`config.mk`:
```
export PLATFORM = sky130hd
export DESIGN_NAME = bp_update_ctrl
export DESIGN_NICKNAME = d
export VERILOG_FILES = /design/src/rtl/bp_update_ctrl.sv
export SDC_FILE = /design/constraint.sdc
export NUM_CORES = 1
export LEC_CHECK = 0
export BUFFER_PORTS_ARGS = -buffer_cell sky130_fd_sc_hd__buf_4
export CORE_MARGIN = 2
export CORE_UTILIZATION = 25
export DETAILED_ROUTE_END_ITERATION = 6
export SETUP_SLACK_MARGIN = 0.4
export SLEW_MARGIN = 20
export SYNTH_ARGS = -nofsm -noshare
export SYNTH_HDL_FRONTEND = slang
export SYNTH_SLANG_ARGS = --single-unit
```
`constraint.sdc`:
```
create_clock -name clk_i -period 9.2 [get_ports clk_i]
set_clock_uncertainty 0.2 [all_clocks]
set_input_delay 0 -clock clk_i [delete_from_list [all_inputs] [get_ports clk_i]]
set_output_delay 0 -clock clk_i [all_outputs]
set_load 0.01 [all_outputs]
```
`src/rtl/bp_update_ctrl.sv`:
```
// bp_update_ctrl
//   Update/recovery controller for the gshare predictor.
//   After reset it sweeps the counter table, writing the init value to
//   every entry in turn. Then it keeps one queue entry per in-flight
//   predicted branch, matches each EX resolution against the oldest entry,
//   and issues one registered counter-table update per resolved branch.
//   A direction or PC mismatch at the head raises mispredict_o. The
//   controller then spends one FLUSH cycle discarding the younger entries.
//
// Ports
//   clk_i, rst_ni            clock, async active-low reset
//   pred_valid_i/ready_o     prediction push handshake (pc, index, taken)
//   ex_br_valid_i, pc, taken branch resolution from EX
//   upd_valid/index/init/taken_o   registered counter-table write port
//   mispredict_o, orphan_o   1-cycle status pulses
//   init_busy_o              init sweep in progress
module bp_update_ctrl #(
    parameter int CTableSize = 256,
    parameter int QDepth     = 4,
    parameter int CounterLen = 2,
    localparam int IdxW      = $clog2(CTableSize)
) (
    input  logic            clk_i,
    input  logic            rst_ni,
    input  logic            pred_valid_i,
    output logic            pred_ready_o,
    input  logic [31:0]     pred_pc_i,
    input  logic [IdxW-1:0] pred_index_i,
    input  logic            pred_taken_i,
    input  logic            ex_br_valid_i,
    input  logic [31:0]     ex_br_pc_i,
    input  logic            ex_br_taken_i,
    output logic            upd_valid_o,
    output logic [IdxW-1:0] upd_index_o,
    output logic            upd_init_o,
    output logic            upd_taken_o,
    output logic            mispredict_o,
    output logic            orphan_o,
    output logic            init_busy_o
);

    localparam int PtrW = $clog2(QDepth);
    localparam int CntW = PtrW + 1;
    localparam logic [CntW-1:0] QDepthC  = CntW'(QDepth);
    localparam logic [IdxW-1:0] LastIdx  = IdxW'(CTableSize - 1);

    // The counter width only matters to the table itself (init value '0);
    // it is checked here so a bad configuration fails at elaboration.
    if (CounterLen < 1 || QDepth < 2 || (QDepth & (QDepth - 1)) != 0) begin : g_bad_param
        $error("bp_update_ctrl: illegal CounterLen/QDepth");
    end

    typedef enum logic [1:0] {S_INIT, S_RUN, S_FLUSH} state_e;

    typedef struct packed {
        logic [31:0]     pc;
        logic [IdxW-1:0] idx;
        logic            taken;
    } q_entry_t;

    state_e          state_q, state_d;
    logic [IdxW-1:0] ptr_q;
    q_entry_t        q_mem [QDepth];
    logic [PtrW-1:0] rd_q, wr_q;
    logic [CntW-1:0] cnt_q;

    logic     push, pop, clear, orphan_d, mismatch;
    q_entry_t head;

    assign head     = q_mem[rd_q];
    assign mismatch = (head.taken != ex_br_taken_i) || (head.pc != ex_br_pc_i);

    // mispredict_o blocks pushes. A fetch on the wrong path cannot slip
    // into the queue in the cycle before the flush clears it.
    assign pred_ready_o = (state_q == S_RUN) && (cnt_q < QDepthC) && !mispredict_o;
    assign push         = pred_valid_i && pred_ready_o;
    assign init_busy_o  = (state_q == S_INIT);

    always_comb begin
        state_d  = state_q;
        pop      = 1'b0;
        clear    = 1'b0;
        orphan_d = 1'b0;
        case (state_q)
            S_INIT: begin
                if (ptr_q == LastIdx) state_d = S_RUN;
            end
            S_RUN: begin
                if (mispredict_o) begin
                    state_d = S_FLUSH;
                    clear   = 1'b1;
                end
                if (ex_br_valid_i) begin
                    if (cnt_q == '0) orphan_d = 1'b1;
                    else             pop      = 1'b1;
                end
            end
            S_FLUSH: begin
                state_d  = S_RUN;
                orphan_d = ex_br_valid_i;
            end
            default: state_d = S_INIT;
        endcase
    end

    always_ff @(posedge clk_i or negedge rst_ni) begin
        if (!rst_ni) state_q <= S_INIT;
        else         state_q <= state_d;
    end

    // Counter-table write port and status pulses
    always_ff @(posedge clk_i or negedge rst_ni) begin
        if (!rst_ni) begin
            ptr_q        <= '0;
            upd_valid_o  <= 1'b0;
            upd_index_o  <= '0;
            upd_init_o   <= 1'b0;
            upd_taken_o  <= 1'b0;
            mispredict_o <= 1'b0;
            orphan_o     <= 1'b0;
        end else begin
            orphan_o     <= orphan_d;
            mispredict_o <= pop && mismatch;
            if (state_q == S_INIT) begin
                ptr_q       <= ptr_q + 1'b1;
                upd_valid_o <= 1'b1;
                upd_init_o  <= 1'b1;
                upd_index_o <= ptr_q;
            end else begin
                // Data outputs keep their last values when no update is issued.
                upd_valid_o <= pop;
                if (pop) begin
                    upd_init_o  <= 1'b0;
                    upd_index_o <= head.idx;
                    upd_taken_o <= ex_br_taken_i;
                end
            end
        end
    end

    // Queue pointers and occupancy
    always_ff @(posedge clk_i or negedge rst_ni) begin
        if (!rst_ni) begin
            rd_q  <= '0;
            wr_q  <= '0;
            cnt_q <= '0;
        end else if (clear) begin
            rd_q  <= wr_q;
            cnt_q <= '0;
        end else begin
            rd_q  <= rd_q + PtrW'(pop);
            wr_q  <= wr_q + PtrW'(push);
            cnt_q <= cnt_q + CntW'(push) - CntW'(pop);
        end
    end

    // Entry storage needs no reset: the pointers and count decide which entries are live.
    always_ff @(posedge clk_i) begin
        if (push) q_mem[wr_q] <= '{pc: pred_pc_i, idx: pred_index_i, taken: pred_taken_i};
    end

endmodule

```
==> flow_summary.yaml, run 1 <==
clock_network:
  clockRootBuffer: "clkbuf_16"
  cts_num_sinks: 194
  cts.repair.resized: 0
  cts_buffer_depth: 2
  h-tree-depth: 4
  cts_setup_buffers: 0
  cts.clk_slew.worst_paths_ns: 0.08
  cts_buffers: 17
  worstSkewPairLatency_ns: 0.44
  cts_tree: "done"
grt:
  grt_pass1_wl_um: 24900
  antenna_found_initial: 0
  grt_max_degree: 42
  grt_pass1_vias: 4339
  grt_usage_pct: 10.2
  grt.overflow.total: 0
synth:
  netlist_area_mm2: 0.00771
  ys_top_cells_by_area: "edfxtp_1, mux4_2, dfrtp_1"
  yosys.area.top_type: "edfxtp_1"
  yosysWarnings: 0
  synth_cells: 390
  synth_cell_type_count: 32
  ys_seq_area_share_pct: 73.6
  avgSynthCellArea_um2: 19.8
  synth_top_area_share_pct: 63.9
  synth.net_count: 479
  synth.ff_latch_count: 194
timing:
  fin_tns_setup_ns: 0
  tightest_slew_ns: 0.902
  hold_viol_final: 0
  max_slew_margin_pct: 39.7
  drv_slew: 0
  setup_viol: 0
  period_minus_slack_ns: 4.00
  rsz0062_at_grt: "no"
  post-route-period-util_pct: 43.5
  max_freq_mhz: 250
final_layout:
  stdcell_count: 952
  nNetsFinal: 632
  diodes: 0
  drive_gt1_share_pct: 32.4
  fill_cells: 2897
  multi_input_area_mm2: 0.00194
  syn_to_final_growth_pct: 30.3
  register_area_mm2: 0.00568
setup_path:
  critical_path.max_fanout: 27
  startpoint_type: "flop"
  endpoint_kind: "flop"
  cp_common_cell: "dlygate4sd3_1"
  path_cells: "buf_4, mux4_2, xnor2_1, nand4_1, nor3_1, dlygate4sd3_1, a31oi_1, dlygate4sd3_1"
  r2r-start: "rd_q[0]"
  critical_path_class: "reg -> reg"
  crit_buf_inv: 3
  cp_slowest_stage_delay_ns: 0.71
  slowest_stage: "dfrtp_2"
  critPathRequiredTime_ns: 9.31
  cp_top_family: "buffers and inverters"
  worstPathArrival_ns: 4.11
  worstSetupStartpoint: "rd_q[0]"
job:
  cap_violations: 0
detailed_routing:
  drt_wl_total_um: 15900
  drt_iter0_markers: 223
  first_pass_iters: 4
  routed_via_density: 4.21
  drc: 0
  wl_per_cell_um: 16.7
  vias: 4007
  final_antenna_net_count: 0
floorplanning:
  die_x_um: 180
  dieHeight_um: 180
  boundaryPins: 93
  rows: 64
  start_util_pct: 25.3
  dieArea_mm2: 0.0323
  design.core.area_mm2: 0.0305
pwr:
  ir_worst_vdd_mv: 0.114
  power_leakage_nw: 3.56
  power_density_mw_per_mm2: 180
placed_design:
  portBuffers: 92
  gp_congestion: 0.711
  dp_hpwl_um: 10600
  placedCellCount: 870
status:
  status: "finished clean"
min_path:
  hp-start: "pred_pc_i[10]"
  hp-class: "in -> reg"
through the flow:
step                      hold WS (ns)  cell area [µm²]  power (mW)  util (%)  setup slack [ns]
after floorplan                 -0.496             7710       0.979         -              4.26
after global placement          -0.255             8860        1.02      29.0              5.95
after detailed placement        -0.243             8890        1.02      29.1              5.86
after CTS                       0.0896            10000        1.83      32.9              5.13
after global routing            0.0959            10000        1.87      32.9              4.91
final                            0.108            10000        1.81      32.9              5.20
final timing paths:
check                           cells past startpoint           end  slack, ns
worst max-delay path                                8  mispredict_o       5.20
worst min-delay path                                2  q_mem[2][19]       0.11
worst max register to register                      8  mispredict_o       5.20
worst min register to register                      1    upd_init_o       0.29
max in group asynchronous                           4       rd_q[0]       8.23
min in group asynchronous                           4      ptr_q[5]       0.38
cell usage after synthesis, drive strengths merged:
| library cell | count |
|---|---|
| nand2b | 2 |
| o21ai | 9 |
| inv | 6 |
| o31ai | 1 |
| nand4 | 10 |
| xor2 | 6 |
| a31oi | 1 |
| mux4 | 41 |
| clkbuf | 5 |
| nand3b | 1 |
| nand2 | 18 |
| edfxtp | 164 |
| mux2i | 8 |
| nor4 | 1 |
| and2 | 1 |
| mux2 | 3 |
| and3 | 3 |
| nor2 | 8 |
| ha | 10 |
| a21oi | 4 |
| dfrtp | 30 |
| fa | 1 |
| nor3b | 1 |
| buf | 9 |
| nor3 | 4 |
| nand3 | 2 |
| xnor2 | 38 |
| a21o | 3 |
routing by layer:
metal  part of all wire, %  track usage (%)
met1                    43             12.5
met4                   1.0             3.02
met2                    51             17.4
met3                   4.3             2.82
met5                     0                0
cells in the final DEF (no fill, tap or decap), drive strengths merged, types with 2 or more instances in the layout:
| cell | instances |
|---|---|
| bufinv | 3 |
| a21o | 3 |
| mux2i | 8 |
| xnor2 | 38 |
| nor3 | 4 |
| dlygate4sd3 | 49 |
| nor2 | 8 |
| clkbuf | 18 |
| nand2b | 2 |
| a21oi | 4 |
| inv | 13 |
| and3 | 3 |
| buf | 99 |
| mux4 | 41 |
| mux2 | 3 |
| nand4 | 10 |
| ha | 10 |
| edfxtp | 164 |
| nand2 | 18 |
| dfrtp | 30 |
| xor2 | 6 |
| clkinv | 3 |
| o21ai | 9 |
| nand3 | 2 |
repair_timing:
action / 4_1_cts / 5_1_grt
setup endpoints to repair: 0 / 0
hold buffers: 50 / 0
endpoints found under the hold margin: 198 / 0
flip-flops by register name (all words and copies together), names as in the netlist:
signal	cells
q_mem	164
ptr_q	8
upd_index_o	8
cnt_q	3
rd_q	2
state_q	2
wr_q	2
mispredict_o	1
orphan_o	1
upd_init_o	1
upd_taken_o	1
upd_valid_o	1
report_power, final:
group	internal, mW	switching (mW)	total (mW)	leakage (nW)
logic	0.0400	0.0246	0.0646	1.40
registers	0.952	0	0.952	1.85
clock network	0.443	0.350	0.793	0.309
total	1.44	0.374	1.81	3.56
worst register-to-register path, stage by stage, from the launching register on:
cell	delay [ns]
dfrtp_2	0.71
buf_4	0.57
mux4_2	0.60
xnor2_1	0.18
nand4_1	0.20
nor3_1	0.20
dlygate4sd3_1	0.56
a31oi_1	0.07
dlygate4sd3_1	0.60
cell type report:
type,instances,area share (%)
sequential,194,56.6
multi-input combinational,176,19.4
timing repair buffer,148,12.5
tap,396,4.94
clock buffer,18,4.27
clock inverter,14,2.12
inverter,6,0.224
cell families (layout without fill, tap and decap cells):
group                    after synthesis  in the layout  synth area share (%)
AO/OA/AOI/OAI                         18             18                  1.31
XOR/XNOR                              44             44                  5.00
adder cells (fa/ha/maj)               11             11                  1.88
buffers and inverters                 20            186                  1.48
flip-flops                           194            194                  73.6
multiplexers                          52             52                  13.5
AND/OR/NAND/NOR                       51             51                  3.23
Power figures use the tool's default switching activity.
==> run 2, diff against run 1 <==
==> constraint.sdc (replaced) <==
create_clock -name clk_i -period 4.2 [get_ports clk_i]
set_clock_uncertainty 0.2 [all_clocks]
set_input_delay 0 -clock clk_i [delete_from_list [all_inputs] [get_ports clk_i]]
set_output_delay 0 -clock clk_i [all_outputs]
set_load 0.01 [all_outputs]
==> flow_summary.yaml, run 2 (synthesized netlist as in run 1, its figures left out) <==
status:
  status: "finished clean"
detailed_routing:
  final_antenna_net_count: 0
  drt_iter0_markers: 236
  first_pass_iters: 4
  vias: 4041
  routed_via_density: 4.24
  drc: 0
  wl_per_cell_um: 17.2
  drt_wl_total_um: 16500
clock_network:
  cts_buffers: 17
  clockRootBuffer: "clkbuf_16"
  worstSkewPairLatency_ns: 0.43
  cts.clk_slew.worst_paths_ns: 0.07
  h-tree-depth: 4
  cts_num_sinks: 194
  cts_setup_buffers: 0
  cts_tree: "done"
  cts_buffer_depth: 2
min_path:
  hp-start: "pred_valid_i"
  hold_end: "wr_q[0]"
  hp-class: "in -> reg"
  hold_depth: 5
grt:
  grt_pass1_wl_um: 25700
  grtUsageMet3_pct: 2.49
  grt_usage_pct: 10.5
  use_met2_pct: 18.4
  antenna_found_initial: 0
  grt_util_met1_pct: 13.2
  grt_max_degree: 42
  grt_pass1_vias: 4447
  busiest_layer: "met2"
  grt.overflow.total: 0
timing:
  rsz0062_at_grt: "no"
  fin_tns_setup_ns: 0
  drv_slew: 0
  tightest_slew_ns: 0.881
  setup_viol: 0
  hold_viol_final: 0
  post-route-period-util_pct: 83.2
  period_minus_slack_ns: 3.50
  timing.hold.ws_ns: 0.0384
  max_freq_mhz: 286
  max_slew_margin_pct: 41.3
final_layout:
  largest_register: "q_mem"
  utilization_pct: 32.9
  drive_gt1_share_pct: 33.0
  design_area_mm2: 0.0100
  largest_reg_flops: 164
  mostFrequentLayoutCells: "edfxtp_1, buf_4, dlygate4sd3_1, mux4_2, xnor2_1"
  nNetsFinal: 634
  diodes: 0
  largest_registers: "q_mem x164, ptr_q x8, upd_index_o x8"
  final_common_cell: "edfxtp_1"
  syn_to_final_growth_pct: 30.3
placed_design:
  portBuffers: 92
  gp_congestion: 0.693
  placed_area_mm2: 0.00890
  dp_hpwl_um: 10600
pwr:
  finalPower_mw: 3.90
  power_density_mw_per_mm2: 388
  ir_worst_vdd_mv: 0.218
  power_leakage_nw: 3.56
setup_path:
  cp_slowest_stage_delay_ns: 0.95
  critical_path.max_fanout: 33
  critical_path_class: "reg -> reg"
  worstPathArrival_ns: 3.60
  endpoint_kind: "flop"
  rrSetupSlack_ns: 0.70
  r2r-start: "rd_q[1]"
  startpoint_type: "flop"
  slowest_stage: "dfrtp_2"
  path_cells: "mux4_2, xnor2_1, nand4_1, nor3_1, dlygate4sd3_1, a31oi_1, dlygate4sd3_1"
  cp_common_cell: "dlygate4sd3_1"
  critPathRequiredTime_ns: 4.30
  reg2regPathDepth: 7
  r2r-end: "mispredict_o"
floorplanning:
  rows: 64
  boundaryPins: 93
  design.core.area_mm2: 0.0305
  dieHeight_um: 180
  dieArea_mm2: 0.0323
  start_util_pct: 25.3
  die_x_um: 180
job:
  cap_violations: 0
==> run 2: changes by cell type in the layout (fill, tap and decap cells not counted), moves of 2 or more <==
cell,delta
buf_4,+4
bufinv_16,-2
clkinv_4,+2
clkinv_8,+4
inv_6,-2
==> run 2: how the worst max path moves through the flow <==
stage	start	to	slack, ns	cells past startpoint
floorplan	state_q[1]	q_mem[1][0]	0.51	8
global placement	rd_q[0]	mispredict_o	1.06	6
CTS	rd_q[0]	mispredict_o	0.52	7
finish	rd_q[1]	mispredict_o	0.70	7
detailed placement	rd_q[0]	mispredict_o	1.06	6
global route	rd_q[0]	mispredict_o	0.54	7
==> run 2: cell type report <==
type,count,area [µm²]
Sequential cell,194,5680
Clock buffer,17,425
Timing Repair Buffer,150,1260
Fill cell,2929,20500
Clock inverter,15,210
Multi-Input combinational cell,176,1950
Inverter,6,22.5
Tap cell,396,495
==> run 2: routing by layer <==
| layer | wire length (µm) | share of wire, % |
|---|---|---|
| met5 | 0 | 0 |
| met4 | 132 | 0.80 |
| met3 | 580 | 3.5 |
| met2 | 8510 | 52 |
| met1 | 7230 | 44 |
==> run 2: stage by stage <==
stage | instances | setup WS (ns)
after floorplan | 390 | 0.513
after global placement | 873 | 1.06
after detailed placement | 873 | 1.06
after CTS | 954 | 0.518
after global routing | 954 | 0.539
final | 954 | 0.704
==> run 2: power by group <==
group / internal, mW / switching [mW] / leakage, nW
combinational: 0.0870 / 0.0544 / 1.41
clock: 0.869 / 0.803 / 0.306
sequential: 2.09 / 0 / 1.85
==> run 2: repair_timing <==
action	CTS	global route
hold endpoints to repair	199	0
hold buffers	49	0
endpoints found under the setup margin	0	1
gates resized for setup	0	1
==> run 2: worst max-delay path: cells and delay by family (launching register included) <==
family	cells	cell delay [ns]
DFF	1	0.95
AOI/OAI and AO/OA	1	0.06
and+or+nand+nor	2	0.44
xor gates and xnor gates	1	0.15
muxes	1	0.42
buffers and inverters	2	1.14
==> run 3, diff against run 2 <==
==> constraint.sdc (replaced) <==
create_clock -name clk_i -period 3.26 [get_ports clk_i]
set_clock_uncertainty 0.2 [all_clocks]
set_input_delay 0 -clock clk_i [delete_from_list [all_inputs] [get_ports clk_i]]
set_output_delay 0 -clock clk_i [all_outputs]
set_load 0.01 [all_outputs]
==> flow_summary.yaml, run 3 (synthesized netlist as in run 1, its figures left out) <==
setup_path:
  cp_slowest_stage_delay_ns: 0.43
  crit_buf_inv: 3
  cp_top_family: "adder cells"
  slowest_stage: "dfrtp_1"
  critical_path.max_fanout: 7
  worstPathArrival_ns: 2.84
  startpoint_type: "flop"
  endpoint_kind: "flop"
  path_cells: "inv_2, ha_4, nand2b_1, nor2_2, nand2_2, ha_1, inv_1, ha_1, inv_1, fa_1, xor2_1, xnor2_1, a21oi_1"
  critical_path_class: "reg -> reg"
  critPathRequiredTime_ns: 3.41
placed_design:
  place_ws_ns: 0.445
  portBuffers: 92
  dp_hpwl_um: 10800
  gp_congestion: 0.689
  placed_area_mm2: 0.00899
  placedCellCount: 877
detailed_routing:
  first_pass_iters: 4
  drt_iter0_markers: 149
  drc: 0
  drt_wl_total_um: 16500
  final_antenna_net_count: 0
  vias: 4157
  routed_via_density: 4.22
  wl_per_cell_um: 16.8
grt:
  grt.overflow.total: 0
  antenna_found_initial: 0
  grt_pass1_vias: 4635
  grt_max_degree: 42
  grt_pass1_wl_um: 25800
  grt_usage_pct: 10.5
status:
  status: "finished, violations left"
  violations: "negative hold slack"
final_layout:
  drive_gt1_share_pct: 32.5
  largest_registers: "q_mem x164, ptr_q x8, upd_index_o x8"
  nNetsFinal: 664
  diodes: 0
  mostFrequentLayoutCells: "edfxtp_1, buf_4, dlygate4sd3_1, mux4_2, xnor2_1"
  final_common_cell: "edfxtp_1"
  stdcell_count: 984
  largest_reg_flops: 164
  syn_to_final_growth_pct: 34.3
  largest_register: "q_mem"
  design_area_mm2: 0.0103
floorplanning:
  design.core.area_mm2: 0.0305
  boundaryPins: 93
  dieHeight_um: 180
  dieArea_mm2: 0.0323
  start_util_pct: 25.3
  die_x_um: 180
  rows: 64
timing:
  hold_viol_final: 1
  period_minus_slack_ns: 2.69
  max_freq_mhz: 372
  setup_viol: 0
  rsz0062_at_grt: "no"
  max_slew_margin_pct: 69.1
  tightest_slew_ns: 0.464
  fin_tns_setup_ns: 0
  timing.hold.ws_ns: -0.00368
  post-route-period-util_pct: 82.5
  fin_ws_ns: 0.570
  drv_slew: 0
pwr:
  p_sw_mw: 1.09
  power_leakage_nw: 3.67
  p_clk_share_pct: 41.4
  p_int_mw: 3.85
  pwr-share-comb_pct: 4.2
  p_seq_share_pct: 54.4
  ir_worst_vdd_mv: 0.351
  power_density_mw_per_mm2: 478
  switching_share_pct: 22.1
clock_network:
  cts_buffers: 17
  cts_num_sinks: 194
  cts_setup_buffers: 0
  h-tree-depth: 4
  cts_tree: "done"
  worstSkewPairLatency_ns: 0.43
  cts.clk_slew.worst_paths_ns: 0.07
  cts_buffer_depth: 2
  clockRootBuffer: "clkbuf_16"
job:
  cap_violations: 0
min_path:
  hp-class: "in -> reg"
run 3: cell types whose count changed in the layout (fill, tap and decap cells not counted), sizes merged, moves of 3 or more:
| cell | previous run | this run |
|---|---|---|
| buf | 102 | 106 |
| clkinv | 9 | 5 |
| dlygate4sd3 | 48 | 74 |
| clkinvlp | 0 | 3 |
run 3: worst min-delay path: stages:
cell	delay (ns)
buf_4	0.08
xnor2_1	0.06
nand4_1	0.15
nor4_1	0.08
a31oi_1	0.20
run 3: final cells by class:
type	count	area, µm²
Fill cell	2898	20200
Sequential cell	194	5680
Multi-Input combinational cell	176	1970
Timing Repair Buffer	180	1600
Tap cell	396	495
Clock buffer	18	429
Clock inverter	14	159
Inverter	6	22.5
run 3: worst paths after layout:
path,cells after the start,end,slack [ns],from
worst max-delay path,13,cnt_q[2],0.57,state_q[1]
worst min-delay path,5,mispredict_o,-0.004,ex_br_pc_i[7]
worst max register to register,13,cnt_q[2],0.57,state_q[1]
worst min register to register,1,upd_init_o,0.29,upd_init_o
max in group asynchronous,4,rd_q[1],2.28,rst_ni
min in group asynchronous,4,rd_q[0],0.40,rst_ni
run 3: through the flow:
| step | utilization [%] | power [mW] |
|---|---|---|
| final | 33.9 | 4.94 |
| after global routing | 33.9 | 5.12 |
| after CTS | 33.9 | 5.01 |
| after detailed placement | 29.5 | 2.87 |
| after global placement | 29.5 | 2.87 |
| after floorplan | - | 2.76 |
run 3: power by group through the flow:
stage / Sequential, mW / Combinational (mW) / Clock, mW
5_1_grt: 2.69 / 0.226 / 2.21
4_1_cts: 2.69 / 0.209 / 2.11
3_5_place_dp: 2.74 / 0.133 / 0
2_1_floorplan: 2.74 / 0.0190 / 0
6_report: 2.69 / 0.207 / 2.05
3_3_place_gp: 2.74 / 0.126 / 0
run 3: per-layer routing:
metal	up-vias	track usage, %	share of wire [%]
li1	1901	-	-
met1	2147	12.7	44
met2	91	18.1	51
met3	18	2.96	3.7
met4	0	3.45	1.6
met5	-	0	0
run 3: timing repair:
item | CTS | global route
cloned | 0 | 0
gates resized for setup | 1 | 2
hold buffers | 75 | 0
setup endpoints to repair | 1 | 1
endpoints found under the hold margin | 201 | 0
